$ cat config.mk
export PLATFORM = sky130hd
export DESIGN_NAME = ex_shift_reg
export DESIGN_NICKNAME = d
export VERILOG_FILES = /design/src/rtl/ex_shift_reg_pkg.sv /design/src/rtl/ex_shift_reg_cnt.sv /design/src/rtl/ex_shift_reg.sv
export SDC_FILE = /design/constraint.sdc
export NUM_CORES = 1
export LEC_CHECK = 0
export ABC_AREA = 1
export CORE_MARGIN = 2
export CORE_UTILIZATION = 43
export DETAILED_ROUTE_END_ITERATION = 10
export PLACE_DENSITY = 0.72
export SYNTH_ARGS = -nofsm -noshare
export SYNTH_HDL_FRONTEND = slang
export SYNTH_HIERARCHICAL = 1
export SYNTH_SLANG_ARGS = --single-unit
$ cat constraint.sdc
create_clock -name lvds_clk -period 1.4 [get_ports lvds_clk]
set_input_delay 0.35 -clock lvds_clk [delete_from_list [all_inputs] [get_ports lvds_clk]]
set_output_delay 0.35 -clock lvds_clk [all_outputs]
set_load 0.005 [all_outputs]
$ cat src/rtl/ex_shift_reg_pkg.sv
// Shared constants and sizing helper for the ex_shift_reg LVDS deserializer.
package ex_shift_reg_pkg;

  localparam int unsigned DefWidth    = 8;
  localparam logic [7:0]  DefSyncWord = 8'h55;

  // Bit-counter width: ceil(log2(width)), never below one bit.
  function automatic int unsigned cnt_width(input int unsigned width);
    int unsigned w;
    w = $clog2(width);
    return (w == 0) ? 1 : w;
  endfunction

endpackage

$ cat src/rtl/ex_shift_reg_cnt.sv
// Modulo-WIDTH bit counter with synchronous clear and terminal-count flag.
module ex_shift_reg_cnt
  import ex_shift_reg_pkg::*;
#(
  parameter int unsigned WIDTH = DefWidth
) (
  input  logic clk_i,
  input  logic rst_i,
  input  logic clr_i,
  output logic tc_o
);

  localparam int unsigned CntW = cnt_width(WIDTH);
  localparam logic [CntW-1:0] CntMax = CntW'(WIDTH - 1);

  logic [CntW-1:0] cnt_q, cnt_d;

  always_comb begin
    cnt_d = cnt_q + 1'b1;
    if (clr_i || (cnt_q == CntMax)) begin
      cnt_d = '0;
    end
  end

  always_ff @(posedge clk_i or posedge rst_i) begin
    if (rst_i) begin
      cnt_q <= '0;
    end else begin
      cnt_q <= cnt_d;
    end
  end

  assign tc_o = (cnt_q == CntMax);

endmodule

$ cat src/rtl/ex_shift_reg.sv
// Serial-to-parallel LVDS deserializer with word framing.
// Optional alignment to SYNC_WORD is enabled by defining EX_SHIFT_REG_ALIGN_EN.
module ex_shift_reg
  import ex_shift_reg_pkg::*;
#(
  parameter int unsigned      WIDTH     = DefWidth,
  parameter bit               MSB_FIRST = 1'b1,
  parameter logic [WIDTH-1:0] SYNC_WORD = WIDTH'(DefSyncWord)
) (
  input  logic             lvds_clk,
  input  logic             rst,
  input  logic             lvds_in,
  output logic [WIDTH-1:0] lvds_out,
  output logic [WIDTH-1:0] word_out,
  output logic             word_vld,
  output logic             locked
);

  logic [WIDTH-1:0] shift_q, shift_d;
  logic [WIDTH-1:0] word_q, word_d;
  logic             vld_q, vld_d;
  logic             tc;
  logic             cnt_clr;
  logic             take_word;

  always_comb begin
    if (MSB_FIRST) begin
      shift_d = {shift_q[WIDTH-2:0], lvds_in};
    end else begin
      shift_d = {lvds_in, shift_q[WIDTH-1:1]};
    end
  end

  ex_shift_reg_cnt #(
    .WIDTH (WIDTH)
  ) u_cnt (
    .clk_i (lvds_clk),
    .rst_i (rst),
    .clr_i (cnt_clr),
    .tc_o  (tc)
  );

`ifdef EX_SHIFT_REG_ALIGN_EN
  logic locked_q, locked_d;
  logic sync_hit;

  // Compare only until the first match; afterwards framing is counter driven.
  assign sync_hit = !locked_q && (shift_d == SYNC_WORD);

  always_comb begin
    locked_d  = locked_q | sync_hit;
    cnt_clr   = sync_hit;
    take_word = sync_hit | (tc & locked_q);
  end

  always_ff @(posedge lvds_clk or posedge rst) begin
    if (rst) begin
      locked_q <= 1'b0;
    end else begin
      locked_q <= locked_d;
    end
  end

  assign locked = locked_q;
`else
  logic unused_sync_word;
  assign unused_sync_word = ^SYNC_WORD;

  always_comb begin
    cnt_clr   = 1'b0;
    take_word = tc;
  end

  assign locked = 1'b1;
`endif

  // On a sync hit shift_d equals SYNC_WORD, so one capture path covers both cases.
  always_comb begin
    word_d = word_q;
    vld_d  = take_word;
    if (take_word) begin
      word_d = shift_d;
    end
  end

  always_ff @(posedge lvds_clk or posedge rst) begin
    if (rst) begin
      shift_q <= '0;
      word_q  <= '0;
      vld_q   <= 1'b0;
    end else begin
      shift_q <= shift_d;
      word_q  <= word_d;
      vld_q   <= vld_d;
    end
  end

  assign lvds_out = shift_q;
  assign word_out = word_q;
  assign word_vld = vld_q;

endmodule

==> impl_results.md, run 1 <==
* P&R area growth vs syn at 44.9%
* Number of synthesis warnings at 6
* Layout cells sized above 1 at 19.4%
* Starting Density at 45.5%
* Core area at 1510 µm²
* Gate count of the mapped netlist at 61
* Delay-heaviest family, CP: flip-flops
* Cell Area, Synth at 686 µm²
* Top-area cell type share of the netlist area at 73.0%
* Crit. End Element: output pin
* Worst r2r path cells at 5
* Comb pwr share at 13.7%
* LEAKAGE at 0.568 nW
* Final setup fails at 0
* Seq/Total Area, Yosys at 73.0%
* CTS tree: yes
* Largest net degree at the start of global routing at 18
* Post-Route WL at 1100 µm
* # H-tree levels at 1
* Remaining global-route overflow at 0
* CTS max path bufs at 2
* Fin area at 993 µm²
* Buffers plus inverters on the worst setup path at 1
* Total of max-cap violations at 0
* Syn Nets at 66
* Clk slew on worst S/H paths at 0.11 ns
* Vias in the first global route at 462
* Run status: completed
* Gp weighted congestion at 0.645
* Placed Area at 885 µm²
* IO Pins at 21
* Tcrit/Tclk final at 94.0%
* Prevailing post-synth register cell: dfrtp_1
* # diodes at 0
* Setup TNS at 0 ns
* Die height at 43.9 µm
* Most common cell in the netlist: nand2_1
* Vias/cell at 4.37
* Die extent in x at 43.9 µm
* Pint at 0.00103 W
* Initial antenna violation count at 0
* Worst skew pair latency at 0.28 ns
* Synth area leaders: dfrtp_1, nand2_1, ha_1
* Total track usage at 13.8%
* Hold crit path type: in2async
* Crit Path Class: reg2out
* Clock sinks at 20
* CP required at 1.05 ns
* Drt first-iter violations at 6
* Drt wl/cell at 10.1 µm
* Slew Viols, Final at 0
* Endpoints failing hold at 0
* Mean area per synthesized cell at 11.2 µm²
* Total CTS buffers at 3
* Fill cells at 134
* CP arrival at 0.97 ns
* CP cell instances: dlygate4sd2_1
* Netlist cell types at 10
* Number of synthesized register bits at 20
* Number of flops mapped to enable cells by yosys at 0
* Antenna Violating Nets Remaining at 0
* Routed via count at 476
* Switch Pwr at 0.000256 W
* Die ar. at 1930 µm²
* Worst-path fanout max at 2
* Root buf cell: clkbuf_4
* Peak per-stage delay on the critical path at 0.41 ns
* Port bufs at 19
* 1st-pass router iterations at 2
* Sw frac at 19.9%
* Synth area leader: dfrtp_1
* Layout Nets at 99
* Synth cell count leaders: nand2_1, dfrtp_1, inv_1, nor2_1
* Row cnt at 14
* Fmax at 760 MHz
* Post-CTS Hold Fix Bufs at 0
* RSZ-0062 raised after global routing: no
* Worst vdd ir at 0.663 mV
* Clock group share of total power at 35.1%
* Power per cell area at 1290 nW/µm²
* DRC viols at 0
* FFs w/ async S/R, synth at 100%
* Reg power frac at 51.3%
* Crit-path slowest cell: dfrtp_1
* First-pass GRT wire length at 1880 µm
* Tmin final at 1.32 ns
* CP Depth at 1
* Worst setup SP type: flop
* Clk_skew at 0.00179 ns
## layer usage
metal / vias to the layer above / wire length [µm] / track usage (%)
met4: 0 / 14 / 7.27
met3: 2 / 64 / 2.50
met2: 12 / 546 / 23.2
met1: 222 / 475 / 16.7
li1: 240 / - / -
met5: - / 0 / 0
## flip-flops by register name, summed over array words and instances (netlist names)
signal	count
lvds_out	8
word_vld	1
word_out	8
u_cnt/cnt_q	3
## cells in the final DEF, fill, tap and decap left out
master	Yosys	layout
inv_1	6	6
dfrtp_1	20	20
buf_4	1	11
inv_2	1	1
nand2_1	24	24
clkbuf_4	0	3
bufinv_16	0	1
conb_1	2	2
nor2_1	3	3
clkdlybuf4s50_1	0	2
nand2_2	1	1
ha_1	2	1
dlygate4sd2_1	0	17
ha_2	0	1
## power groups by stage
| stage | registers (W) | clock network, W | logic, W |
|---|---|---|---|
| 6_report | 0.000658 | 0.000450 | 0.000175 |
| 3_5_place_dp | 0.000675 | 0 | 0.000173 |
| 3_3_place_gp | 0.000673 | 0 | 0.000170 |
| 5_1_grt | 0.000664 | 0.000494 | 0.000201 |
| 4_1_cts | 0.000658 | 0.000457 | 0.000180 |
| 2_1_floorplan | 0.000678 | 0 | 0.0000528 |
## kinds of logic after synthesis
kind of cell / after synthesis / share of synthesized area, %
and+or+nand+nor: 28 / 15.7
DFF: 20 / 73.0
buffers and inverters: 9 / 6.57
adders and majority gates: 2 / 3.65
other: 2 / 1.10
## through the flow
stage	cells	hold WS [ns]	utilization, %	setup WS [ns]	power (W)
6_report	109	0.238	65.9	0.0834	0.00128
3_3_place_gp	95	0.380	58.7	0.0904	0.000843
5_1_grt	109	0.257	65.9	0.0205	0.00136
2_1_floorplan	61	0.104	-	0.265	0.000731
4_1_cts	109	0.235	65.8	0.0329	0.00129
3_5_place_dp	95	0.387	58.7	0.0581	0.000848
## path summary, 6_finish.rpt
check / slack, ns / endpoint / startpoint
worst max-delay path: 0.08 / lvds_out[4] / lvds_out[4]
worst min-delay path: 0.24 / u_cnt/cnt_q[1] / rst
worst max register to register: 0.21 / word_out[5] / u_cnt/cnt_q[0]
worst min register to register: 0.41 / lvds_out[6] / lvds_out[5]
max in group asynchronous: 0.85 / word_out[5] / rst
min in group lvds_clk: 0.41 / lvds_out[6] / lvds_out[5]
## final cells by class
cell class	instances	area, µm²	share of cell area [%]
Multi-Input combinational cell	32	143	14.4
Timing Repair Buffer	30	251	25.3
Sequential cell	20	500	50.4
Inverter	7	26.3	2.64
Tap cell	16	20.0	2.02
Clock buffer	3	22.5	2.27
Clock inverter	1	30.0	3.02
## repair_timing
action                                  CTS  global route
hold endpoints to repair                  0             0
endpoints found under the setup margin   17             8
buffers inserted                         10             0
gates resized for setup                  17             1
Power figures use the tool's default switching activity.
==> inputs of run 2 (changes only) <==
ABC_CLOCK_PERIOD_IN_PS = 1400   (was unset)
==> results of run 2 <==
Final layout, timing and power as in run 1 (identical DEF).
